### src/rtl/led_flash_driver.sv
// Turns single-cycle event pulses into visible active-low LED flashes (ON_CYC lit, OFF_CYC dark),
// queueing events that arrive mid-flash in a saturating counter and replaying them back-to-back.
module led_flash_driver #(
  parameter int ON_CYC  = 2400000,
  parameter int OFF_CYC = 2400000,
  parameter int PEND_W  = 4
) (
  input  logic              clk,
  input  logic              rst,
  input  logic              evt_pulse,
  output logic              led,
  output logic              busy,
  output logic [PEND_W-1:0] pend_cnt,
  output logic              ovf,
  output logic [1:0]        state_dbg
);

  localparam int MAX_CYC = (ON_CYC > OFF_CYC) ? ON_CYC : OFF_CYC;
  localparam int TW      = (MAX_CYC > 1) ? $clog2(MAX_CYC) : 1;

  localparam logic [TW-1:0]     ON_LOAD  = TW'(ON_CYC - 1);
  localparam logic [TW-1:0]     OFF_LOAD = TW'(OFF_CYC - 1);
  localparam logic [TW-1:0]     T_ONE    = TW'(1);
  localparam logic [PEND_W-1:0] P_ONE    = PEND_W'(1);
  localparam logic [PEND_W-1:0] P_MAX    = '1;

  localparam logic [1:0] S_IDLE = 2'd0;
  localparam logic [1:0] S_ON   = 2'd1;
  localparam logic [1:0] S_OFF  = 2'd2;

  logic [1:0]        state;
  logic [1:0]        state_n;
  logic [TW-1:0]     timer;
  logic [TW-1:0]     timer_n;
  logic [PEND_W-1:0] pend_n;
  logic              ovf_n;
  logic              have_evt;
  logic              start;
  logic              from_q;
  logic              queue_evt;

  assign state_dbg = state;

  always_comb begin
    have_evt  = evt_pulse || (pend_cnt != '0);
    state_n   = state;
    timer_n   = timer;
    start     = 1'b0;
    case (state)
      S_IDLE: begin
        if (have_evt) start = 1'b1;
      end
      S_ON: begin
        if (timer == '0) begin
          state_n = S_OFF;
          timer_n = OFF_LOAD;
        end else begin
          timer_n = timer - T_ONE;
        end
      end
      S_OFF: begin
        if (timer == '0) begin
          if (have_evt) start = 1'b1;
          else          state_n = S_IDLE;
        end else begin
          timer_n = timer - T_ONE;
        end
      end
      default: begin
        state_n = S_IDLE;
        timer_n = '0;
      end
    endcase
    if (start) begin
      state_n = S_ON;
      timer_n = ON_LOAD;
    end

    // A starting flash takes from the queue first; the live pulse is then queued instead.
    from_q    = start && (pend_cnt != '0);
    queue_evt = evt_pulse && !(start && !from_q);

    pend_n = pend_cnt;
    ovf_n  = 1'b0;
    if (queue_evt && !from_q) begin
      if (pend_cnt == P_MAX) ovf_n  = 1'b1;
      else                   pend_n = pend_cnt + P_ONE;
    end else if (from_q && !queue_evt) begin
      pend_n = pend_cnt - P_ONE;
    end
  end

  always_ff @(posedge clk or negedge rst) begin
    if (!rst) begin
      state    <= S_IDLE;
      timer    <= '0;
      pend_cnt <= '0;
      ovf      <= 1'b0;
      led      <= 1'b1;
      busy     <= 1'b0;
    end else begin
      state    <= state_n;
      timer    <= timer_n;
      pend_cnt <= pend_n;
      ovf      <= ovf_n;
      led      <= (state_n != S_ON);
      busy     <= (state_n != S_IDLE);
    end
  end

endmodule

### config.mk
export PLATFORM = sky130hd
export DESIGN_NAME = led_flash_driver
export DESIGN_NICKNAME = d
export VERILOG_FILES = /design/src/rtl/led_flash_driver.sv
export SDC_FILE = /design/constraint.sdc
export NUM_CORES = 1
export LEC_CHECK = 0
export CAP_MARGIN = 20
export CORE_MARGIN = 1.5
export CORE_UTILIZATION = 30
export DETAILED_ROUTE_END_ITERATION = 16
export PLACE_DENSITY_LB_ADDON = 0.1
export SLEW_MARGIN = 20
export SYNTH_ARGS = -nofsm -noshare
export SYNTH_HDL_FRONTEND = slang
export SYNTH_SLANG_ARGS = --single-unit
### constraint.sdc
create_clock -name clk -period 4.6 [get_ports clk]
set_input_delay 1.15 -clock clk [delete_from_list [all_inputs] [get_ports clk]]
set_output_delay 1.15 -clock clk [all_outputs]
set_load 0.1 [all_outputs]
==> impl_metrics.csv <==
group,metric,value,unit
clock_tree,cts_tree,"yes",
global_routing,grt_use_total,16.2,%
power_and_ir_drop,p_leak,0.873,nW
power_and_ir_drop,p_switching,0.330,mW
worst_setup_path,required,3450,ps
cells_and_area,drive_above_1_share,9.20,%
cells_and_area,n_fill_cell,710,
cells_and_area,instances_no_fill,346,
worst_setup_path,cp.depth,1,
sta,holdWs,531,ps
detailed_routing,vias,1883,
yosys,synth_enable_flop_cells,0,
place,port_buffers,11,
global_routing,grt_pass1_wl,9420,um
worst_setup_path,critPathTopFamily,"buffers and inverters",
worst_setup_path,cp-start-kind,"flip-flop",
worst_setup_path,worstSetupPathType,"flip-flop to output pin",
power_and_ir_drop,ir_worst_vdd,0.000310,V
sta,finalSetupTns,0,ps
detailed_routing,drt-wirelength-per-cell,16.1,um
sta,rsz0062_at_grt,"false",
sta,worstMarginPinSlew,985,ps
worst_setup_path,r2r-start,"timer[6]",
clock_tree,clk_latency,290,ps
worst_setup_path,timing.reg2reg.setup_slack,1480,ps
yosys,yosys_most_used_dff,"dfrtp_1",
cells_and_area,fin_nets,261,
worst_setup_path,crit_path_cell_trace,"clkdlybuf4s50_1",
cells_and_area,multi_input_area,1240,sq um
yosys,synth_cells,238,
clock_tree,numCtsBuffers,5,
global_routing,grt_start_max_net_pins,32,
detailed_routing,routed_wl,5570,um
cells_and_area,final_common_cell,"dfrtp_1",
clock_tree,cts_sinks,31,
yosys,ys_seq_area_share,37.0,%
cells_and_area,finish.utilization,35.4,%
cells_and_area,register_area,777,sq um
clock_tree,cts-root-buf,"clkbuf_8",
floorplanning,ios,12,
yosys,yosysTopAreaCellShare,35.8,%
worst_setup_path,arrival,1980,ps
clock_tree,cts_setup_buffers,0,
worst_setup_path,cp.buffers_inverters,1,
yosys,synth-seq-cells,31,
clock_tree,clk_pin_slew_worst_paths,70,ps
yosys,ys_types,55,
sta,slew_viol_final,0,
place,dpl.hpwl,3740,um
sta,fin_crit,3130,ps
hold_path,min_from,"timer[11]",
worst_setup_path,end_kind,"output pin",
worst_setup_path,crit_start,"pend_cnt[0]",
clock_tree,cts_htree_levels,2,
yosys,avgSynthCellArea,8.82,sq um
hold_path,worstHoldEndpoint,"timer[11]",
floorplanning,die_h,86.6,um
place,postPlaceCellArea,2310,sq um
clock_tree,hold_buffers,0,
power_and_ir_drop,p_per_area,343,nW/um^2
global_routing,overflow,0,
worst_setup_path,crit_path_top_delay_cell,"clkdlybuf4s50_1",
cells_and_area,layout_common_cells,"dfrtp_1, o21ai_0, nand3_1, nand2_1, nor2_1",
cells_and_area,n_antenna_cell,0,
power_and_ir_drop,power,0.825,mW
global_routing,antenna_found_initial,0,
power_and_ir_drop,p_sw_share,40.0,%
run_status,status,"completed",
place,dp_cells,338,
detailed_routing,drc,0,
worst_setup_path,cp_max_fo,9,
detailed_routing,antenna_left,0,
yosys,ys_warn_count,0,
floorplanning,initial_utilization,30.9,%
yosys,yosys-top-cells-area,"dfrtp_1, ha_1, o21ai_0, nand3_1, nor3_1",
power_and_ir_drop,seqPwrFrac,39.1,%
cells_and_area,syn_to_final_growth,14.7,%
place,gp_congestion,0.764,
power_and_ir_drop,pwr-share-clk,28.0,%
sta,fin_crit_sh,68.1,%
sta,fin_worst_skew,12.9,ps
sta,hold_viol,0,
yosys,netlist_area,2100,sq um
floorplanning,rows,30,
global_routing,grt_pass1_vias,1831,
worst_setup_path,crit_path_max_incr_delay,1190,ps
detailed_routing,drt-initial-drc-count,151,
place,post-place-ws,1380,ps
detailed_routing,firstDrtPassIters,4,
power_and_ir_drop,power.internal,0.495,mW
worst_setup_path,ff2ff_path_depth,11,
hold_path,hold_path_class,"flip-flop to flip-flop",
clock_tree,cts_buffer_depth,2,
sta,relSlewSlack,34.1,%
sta,fmax,319,MHz
clock_tree,ctsResizeCount,0,
hold_path,hold_depth,1,
sta,setup_ws,1470,ps
power_and_ir_drop,combPwrFrac,32.9,%
floorplanning,core_area,6790,sq um
detailed_routing,viasPerCell,5.44,
sta,finalSetupViolCount,0,
yosys,yosysTopAreaCell,"dfrtp_1",
yosys,synth-async-reset-ratio,100,%
worst_setup_path,r2r-end,"pend_cnt[3]",
floorplanning,die_w,86.6,um
cells_and_area,design_area,2410,sq um
floorplanning,die_area,7500,sq um
yosys,syn_nets,250,
job,drv_cap,0,
metal layers:
metal / vias up / part of all wire (%) / track usage (%)
met5: - / 0 / 0
met4: 0 / 0.97 / 5.43
met3: 4 / 4.3 / 4.00
met2: 45 / 44 / 23.9
met1: 903 / 51 / 23.2
li1: 931 / - / -
cells by family (layout without fill, tap and decap cells):
logic type,after synthesis,count (layout),synth area share (%)
flops,31,31,37.0
simple gates,98,98,26.2
fa+ha+maj,9,9,5.72
xor+xnor,2,2,0.835
buf+inv,20,32,4.11
mux,4,4,1.97
compound gates,74,74,24.1
final cells by class:
cell class              count  share of cell area [%]
flip-flops and latches     31                    32.3
clock buffers               7                    3.59
multi-input cells         187                    51.6
clock inverters             1                   0.208
repair buffers             16                    6.13
well taps                  96                    4.99
inverters                   8                    1.25
worst register-to-register path: stages (launching register included):
cell      delay [ps]
dfrtp_1          430
or4_4            570
nor4_4           560
a21oi_1          140
buf_4            210
nand2_1          150
ha_1             250
a21o_1           180
a21o_1           210
nor3_1           140
nand3_1          100
o211ai_1          90
power groups by stage:
| stage | Sequential (mW) | Clock [mW] | Combinational (mW) |
|---|---|---|---|
| 3_5_place_dp | 0.326 | 0 | 0.272 |
| 6_report | 0.322 | 0.231 | 0.272 |
| 2_1_floorplan | 0.441 | 0 | 0.0901 |
| 4_1_cts | 0.322 | 0.243 | 0.273 |
| 3_3_place_gp | 0.328 | 0 | 0.272 |
| 5_1_grt | 0.327 | 0.254 | 0.291 |
worst max path at each step:
stage          slack [ps]           to
4_1_cts              1450  pend_cnt[0]
6_report             1470  pend_cnt[0]
2_1_floorplan        1460  pend_cnt[3]
3_5_place_dp         1380  pend_cnt[3]
5_1_grt              1280  pend_cnt[3]
3_3_place_gp         1440  pend_cnt[2]
registers in the layout (all words and copies together) (netlist names):
name and cells:
led 1, state_dbg 2, pend_cnt 4, timer 22
busy 1, ovf 1
cells in the mapped netlist (7+ instances only):
cell / instances
inv_1: 8
clkbuf_1: 7
a21oi_1: 11
o21ai_0: 20
nand3_1: 17
nor3_1: 12
nand2_1: 16
ha_1: 8
o211ai_1: 7
nor2_1: 14
dfrtp_1: 30
or4_1: 7
(Power assumes the default switching activity.)
